$ cat src/rtl/bus_arbiter.sv
// Two-master pipelined Wishbone arbiter: fetch (S1) and loadstore (S2) share one external port.
// Optional S1 anti-starvation is built when BUS_ARB_ANTISTARVE_EN is defined.
module bus_arbiter #(
  parameter int unsigned MAX_OUTSTANDING = 4,
  parameter int unsigned STARVE_LIMIT    = 8
) (
  input  logic        clk_i,
  input  logic        rst_i,
  input  logic [31:0] s1_wb_adr_i,
  input  logic [31:0] s1_wb_dat_i,
  input  logic [3:0]  s1_wb_sel_i,
  input  logic        s1_wb_we_i,
  input  logic        s1_wb_stb_i,
  input  logic        s1_wb_cyc_i,
  output logic [31:0] s1_wb_dat_o,
  output logic        s1_wb_ack_o,
  output logic        s1_wb_stall_o,
  input  logic [31:0] s2_wb_adr_i,
  input  logic [31:0] s2_wb_dat_i,
  input  logic [3:0]  s2_wb_sel_i,
  input  logic        s2_wb_we_i,
  input  logic        s2_wb_stb_i,
  input  logic        s2_wb_cyc_i,
  output logic [31:0] s2_wb_dat_o,
  output logic        s2_wb_ack_o,
  output logic        s2_wb_stall_o,
  output logic [31:0] m_wb_adr_o,
  output logic [31:0] m_wb_dat_o,
  output logic [3:0]  m_wb_sel_o,
  output logic        m_wb_we_o,
  output logic        m_wb_stb_o,
  output logic        m_wb_cyc_o,
  input  logic [31:0] m_wb_dat_i,
  input  logic        m_wb_ack_i,
  input  logic        m_wb_stall_i,
  output logic [1:0]  grant_o
);

  localparam int unsigned CNT_W = $clog2(MAX_OUTSTANDING + 1);
  localparam logic [CNT_W-1:0] CNT_MAX = CNT_W'(MAX_OUTSTANDING);

  if (MAX_OUTSTANDING == 0 || STARVE_LIMIT == 0) begin : g_param_check
    $error("bus_arbiter: MAX_OUTSTANDING and STARVE_LIMIT must be >= 1");
  end

  typedef enum logic [1:0] {
    IDLE   = 2'b00,
    OWN_S1 = 2'b01,
    OWN_S2 = 2'b10
  } state_e;

  state_e           state_q, state_d;
  logic [CNT_W-1:0] outst_q, outst_d;
  logic             full;
  logic             accept;
  logic             own_cyc;
  logic             force_s1;

  assign full    = (outst_q == CNT_MAX);
  assign grant_o = 2'(state_q);

`ifdef BUS_ARB_ANTISTARVE_EN
  localparam int unsigned STARVE_W = $clog2(STARVE_LIMIT + 1);
  localparam logic [STARVE_W-1:0] STARVE_MAX = STARVE_W'(STARVE_LIMIT);

  logic [STARVE_W-1:0] starve_q;

  // Counts S1 wait cycles, saturating; cleared on the edge S1 is granted.
  always_ff @(posedge clk_i) begin
    if (rst_i) begin
      starve_q <= '0;
    end else if (state_d == OWN_S1) begin
      starve_q <= '0;
    end else if (s1_wb_cyc_i && (state_q != OWN_S1) && (starve_q != STARVE_MAX)) begin
      starve_q <= starve_q + STARVE_W'(1);
    end
  end

  assign force_s1 = (starve_q == STARVE_MAX);
`else
  assign force_s1 = 1'b0;
`endif

  always_ff @(posedge clk_i) begin
    if (rst_i) begin
      state_q <= IDLE;
      outst_q <= '0;
    end else begin
      state_q <= state_d;
      outst_q <= outst_d;
    end
  end

  // Owner routing, outstanding tracking and arbitration.
  always_comb begin
    m_wb_adr_o    = '0;
    m_wb_dat_o    = '0;
    m_wb_sel_o    = '0;
    m_wb_we_o     = 1'b0;
    m_wb_stb_o    = 1'b0;
    m_wb_cyc_o    = 1'b0;
    s1_wb_dat_o   = '0;
    s1_wb_ack_o   = 1'b0;
    s1_wb_stall_o = 1'b1;
    s2_wb_dat_o   = '0;
    s2_wb_ack_o   = 1'b0;
    s2_wb_stall_o = 1'b1;
    own_cyc       = 1'b0;
    state_d       = state_q;
    outst_d       = outst_q;

    case (state_q)
      OWN_S1: begin
        m_wb_adr_o    = s1_wb_adr_i;
        m_wb_dat_o    = s1_wb_dat_i;
        m_wb_sel_o    = s1_wb_sel_i;
        m_wb_we_o     = s1_wb_we_i;
        m_wb_stb_o    = s1_wb_stb_i & ~full;
        m_wb_cyc_o    = s1_wb_cyc_i | (outst_q != '0);
        s1_wb_stall_o = m_wb_stall_i | full;
        s1_wb_ack_o   = m_wb_ack_i;
        s1_wb_dat_o   = m_wb_dat_i;
        own_cyc       = s1_wb_cyc_i;
      end
      OWN_S2: begin
        m_wb_adr_o    = s2_wb_adr_i;
        m_wb_dat_o    = s2_wb_dat_i;
        m_wb_sel_o    = s2_wb_sel_i;
        m_wb_we_o     = s2_wb_we_i;
        m_wb_stb_o    = s2_wb_stb_i & ~full;
        m_wb_cyc_o    = s2_wb_cyc_i | (outst_q != '0);
        s2_wb_stall_o = m_wb_stall_i | full;
        s2_wb_ack_o   = m_wb_ack_i;
        s2_wb_dat_o   = m_wb_dat_i;
        own_cyc       = s2_wb_cyc_i;
      end
      default: ;
    endcase

    accept = m_wb_stb_o & ~m_wb_stall_i;

    // A simultaneous accept and ack cancel; stray acks at zero are dropped.
    if (accept && !m_wb_ack_i) begin
      outst_d = outst_q + CNT_W'(1);
    end else if (!accept && m_wb_ack_i && (outst_q != '0)) begin
      outst_d = outst_q - CNT_W'(1);
    end

    // Release and re-grant on the same edge so there is no dead cycle.
    if ((state_q == IDLE) || (!own_cyc && (outst_q == '0))) begin
      if (force_s1 && s1_wb_cyc_i) begin
        state_d = OWN_S1;
      end else if (s2_wb_cyc_i) begin
        state_d = OWN_S2;
      end else if (s1_wb_cyc_i) begin
        state_d = OWN_S1;
      end else begin
        state_d = IDLE;
      end
    end
  end

endmodule

$ cat config.mk
export PLATFORM = sky130hd
export DESIGN_NAME = bus_arbiter
export DESIGN_NICKNAME = d
export VERILOG_FILES = /design/src/rtl/bus_arbiter.sv
export SDC_FILE = /design/constraint.sdc
export NUM_CORES = 1
export LEC_CHECK = 0
export CELL_PAD_IN_SITES_DETAIL_PLACEMENT = 1
export CELL_PAD_IN_SITES_GLOBAL_PLACEMENT = 2
export CORE_ASPECT_RATIO = 1.1
export CORE_MARGIN = 3
export CORE_UTILIZATION = 10
export CTS_CLUSTER_DIAMETER = 60
export DETAILED_ROUTE_END_ITERATION = 8
export PLACE_DENSITY = 0.95
export SLEW_MARGIN = 20
export SYNTH_ARGS = -nofsm -noshare
export SYNTH_HDL_FRONTEND = slang
export SYNTH_SLANG_ARGS = --single-unit
$ cat constraint.sdc
create_clock -name clk_i -period 2.8 [get_ports clk_i]
set_clock_uncertainty 0.1 [all_clocks]
set_input_delay 0.42 -clock clk_i [delete_from_list [all_inputs] [get_ports clk_i]]
set_output_delay 0.42 -clock clk_i [all_outputs]
set_load 0.05 [all_outputs]
Word level (Yosys, flattened, before mapping)
Cells that the tools add are included.
Storage, ports and cells
  input bits: 178
  register bits: 5
  output and inout port bits: 141
Operators by class
  eq/ne operators: 3
  add/subtract/negate cells: 2
  mux-type cells: 17
  reduce and logical (&&, ||, !) cells: 12
  bitwise gates (word level): 8
Operators with widths (count)
  32-bit case mux with 2 select lines: 2
  32-bit 2-to-1 mux: 2
  1-bit case mux with 2 select lines: 4
  4-bit case mux with 2 select lines: 1
  3-bit 2-to-1 mux: 2
  1-bit 2-to-1 mux: 5
  1-bit logical AND: 4
  3-bit by 1-bit adder with 3-bit output, second input constant: 1
  1-bit bitwise AND: 3
  3-bit == test, second input constant: 1
  1-bit zero test: 3
  3-bit zero test: 1
  1-bit OR: 3
  3-bit nonzero test: 1
  3-bit by 1-bit subtractor with 3-bit output, second input constant: 1
  2-bit by 1-bit == test with 1-bit output, second input constant: 1
  2-bit == test, second input constant: 1
  2-bit zero test: 1
  2-bit 2-to-1 mux: 1
  1-bit NOT: 2
  2-bit nonzero test: 1
  1-bit logical OR: 1

Depth between registers and ports, before layout
  word-level depth: 10
  mapped depth: 11
  mapped depth without buffers: 10

Worst setup path after synthesis
Ideal clock, no wire load.
  kind: flip-flop to output port
  from: reg state_q[1], in the netlist grant_o[1]
  to: out m_wb_dat_o[21]
  slack: -154 ps
  arrival: 2434 ps
  required time: 2280 ps
  cell stages (with the launch flop): 7
  path buffers: 3
  cell sequence: dfxtp_1 ha_1 buf_4 clkbuf_1 clkbuf_1 a22oi_1 nor2b_1
On the way
  word-level cells in the longest chain between the ends: 2
RTL lines
  start: declaration: line 52  | state_e state_q, state_d;
  start signal: assignment: line 89  | state_q <= state_d;
  2-bit == test / 2-bit by 1-bit == test with 1-bit output (equally long branches): line 112  | case (state_q)
  32-bit case mux with 2 select lines *: line 112
  end: declaration: line 28  | output logic [31:0] m_wb_dat_o,
Mark *: on every way between the ends. The rest lies on a longest branch, timed or not.

Worst setup path after layout
  from: reg state_q[0], in the netlist grant_o[0]
  to: reg outst_q[2]
On the way
  word-level cells in the longest chain between the ends: 7
RTL lines
  2-bit == test / 2-bit by 1-bit == test with 1-bit output (equally long branches): line 112
  1-bit case mux with 2 select lines *: line 112
  1-bit bitwise AND *: line 140  | accept = m_wb_stb_o & ~m_wb_stall_i;
  1-bit zero test: line 145  | end else if (!accept && m_wb_ack_i && (outst_q != '0)) begin
  1-bit logical AND (2 in series): line 145
  2-bit nonzero test (no source line)
  end signal: assignment: line 90  | outst_q <= outst_d;
  end: declaration: line 53  | logic [CNT_W-1:0] outst_q, outst_d;
Marks and branches as above.
A chain may end at the register's enable or synchronous reset.

==> out/metrics.cfg <==
[clocking]
cts-buffers-inserted=3
clock-root-buffer=clkbuf_16
clock_latency_ns=0.23
clock-sinks=5
postCtsSetupRepairBufs=0
ctsHoldBuffers=0
clk_path_buf_depth=2
htree_levels=1
clkTransAtPathRegs_ns=0.04
cts_tree=built
cts_resized=0

[worst_setup_path]
crit_arrival_ns=2.57
r2r-start=grant_o[0]$_SDFFE_PP0P_
cp_data_required_time_ns=2.82
critPathKind=register to register
path_max_fanout=5
reg2reg_slack_ns=0.25
critPathCaptureType=register
start_kind=register
crit_start=grant_o[0]$_SDFFE_PP0P_

[finish]
nFillCells=2028
layout_common_cells=clkdlybuf4s50_1 (180), buf_12 (138), a22oi_1 (69)
nets=767
mostFrequentLayoutCell=clkdlybuf4s50_1
finalInstanceArea_um2=6925
seqCellArea_um2=100.1
syn2layout_area_growth_pct=263.9
multi_input_area_um2=1803
drive_gt1_share_pct=34.31
n_antenna_cell=0

[logic_synthesis]
yosysSeqAreaShare_pct=5.260
synth.distinct_cells=33
syn_nets=466
syn_area_um2=1903
yosysWarningCount=0
synthCells=283
ys_seq_elements=5
avgSynthCellArea_um2=6.725

[global_routing]
track_usage_pct=12.04
grt_overflow=0
grt_pass1_vias=3613
grt_start_max_net_pins=71
antenna_found_initial=0
grt_first_pass_wirelength_um=19840

[power_and_ir_drop]
pwr-share-seq_pct=4.8
powerDensity_nw_per_um2=309.1
power_frac_comb_pct=83.9
power.internal_mw=1.163
p_total_mw=2.141
vdd_drop_max_mv=0.1956
switchingPower_mw=0.9779
p_clk_share_pct=11.2
swShare_pct=45.68
p_leak_nw=2.467

[route]
drc=0
drtPass1Iterations=4
routed_wl_um=14110
ant_nets=0
dr.first_iter.drc_count=73
routed_via_density=4.151
routed-via-count=3429
wire_per_inst_um=17.08

[sta]
finalCritPeriodShare_pct=91.18
setup_tns_ns=0
finalSetupViolations=0
slew_viol_final=0
worst-slew-pin-transition_ns=0.5126
maxSlewHeadroom_pct=65.72
rsz0062_at_grt=false
min_period_ns=2.553
finalHoldViolations=0
fmax_mhz=391.7

[floorplan]
die_w_um=137.5
start_util_pct=10.26
io_pins=319
die_area_um2=20720
design.core.area_um2=18540
rows=52
die_h_um=150.7

[place]
port_buffers=318
gp_congestion=0.7695
placed_cell_area_um2=6847
dp_hpwl_um=12000

[run]
maxCapViolCount=0

[hold_path]
hold_class=register to register
hold_start=outst_q[1]$_SDFFE_PP0P_

[outcome]
status=complete, no violations

## layout make-up
class | count | area share, %
clock buffers | 4 | 1.138
inverters | 4 | 0.2168
multi-input cells | 244 | 26.03
repair buffers | 326 | 66.78
flip-flops and latches | 5 | 1.445
well taps | 243 | 4.390
## sequential cells by signal, summed over array words and instances (netlist names)
| name | cells |
|---|---|
| outst_q | 3 |
| grant_o | 2 |
## power by group through the flow
| stage | registers [mW] | logic, mW | clock network, mW |
|---|---|---|---|
| detailed placement | 0.103 | 1.81 | 0 |
| global route | 0.105 | 1.89 | 0.251 |
| global placement | 0.102 | 1.79 | 0 |
| finish | 0.103 | 1.80 | 0.240 |
| floorplan | 0.109 | 0.854 | 0 |
| CTS | 0.103 | 1.82 | 0.243 |
## worst max-delay path, cell delays in order, from the launching register on
cell and delay, ns:
dfxtp_1 0.39, inv_1 0.12, ha_2 0.36, nand2b_1 0.13, nor3_1 0.24, nand2_1 0.12
fa_1 0.37, inv_1 0.13, o211ai_1 0.14, o31a_1 0.14, o211a_1 0.20
## cell usage after synthesis
cell type	n	area (µm²)
a31oi_1	1	6.260
o21a_1	1	7.510
dfxtp_1	5	100.1
mux2i_1	1	10.01
nand2b_1	2	12.51
buf_4	1	7.510
ha_1	4	50.05
fa_1	1	20.02
o211a_1	1	10.01
and3b_1	1	8.760
nor2b_1	69	431.7
o21ai_0	4	20.02
a22o_1	1	8.760
o31ai_1	1	7.510
nand2_1	4	15.01
nor2_1	1	3.750
buf_1	3	11.26
o31a_1	1	8.760
inv_1	4	15.01
nor3b_1	1	7.510
o311a_1	1	10.01
clkbuf_1	25	93.84
a21oi_1	4	20.02
or3_4	1	11.26
o211ai_1	2	15.01
and2_1	66	412.9
nand4b_1	2	17.52
o41ai_1	1	8.760
a22oi_1	69	518.0
nor3_1	1	5.000
mux2_2	1	11.26
buf_2	1	5.000
or3_1	2	12.51
## routing by layer
metal / track usage, % / wire length (µm) / part of all wire, %
met5: 0 / 0 / 0
met2: 23.34 / 7460 / 53
met3: 3.877 / 1538 / 11
met1: 12.90 / 4992 / 35
met4: 1.397 / 116 / 0.82
## path summary, 6_finish.rpt
path,end,cells after the start
worst max-delay path,outst_q[2]$_SDFFE_PP0P_,10
worst min-delay path,outst_q[1]$_SDFFE_PP0P_,2
worst max register to register,outst_q[2]$_SDFFE_PP0P_,10
worst min register to register,outst_q[1]$_SDFFE_PP0P_,2
## stage by stage
stage | std cells | util (%) | worst slack (ns) | hold slack (ns)
floorplan | 283 | - | 0.06465 | 0.3891
global placement | 822 | 36.92 | 0.3439 | 0.4466
detailed placement | 822 | 36.92 | 0.2065 | 0.4610
CTS | 826 | 37.35 | 0.2325 | 0.4677
global route | 826 | 37.35 | 0.07028 | 0.4958
finish | 826 | 37.35 | 0.2469 | 0.4712
## kinds of logic after synthesis
group / share of synthesized area, %
adder cells (fa/ha/maj): 3.682
buffers and inverters: 6.969
flip-flops: 5.260
AO/OA/AOI/OAI: 33.66
AND/OR/NAND/NOR: 49.31
multiplexers: 1.118
No activity file was read; power rests on OpenSTA's default activity.
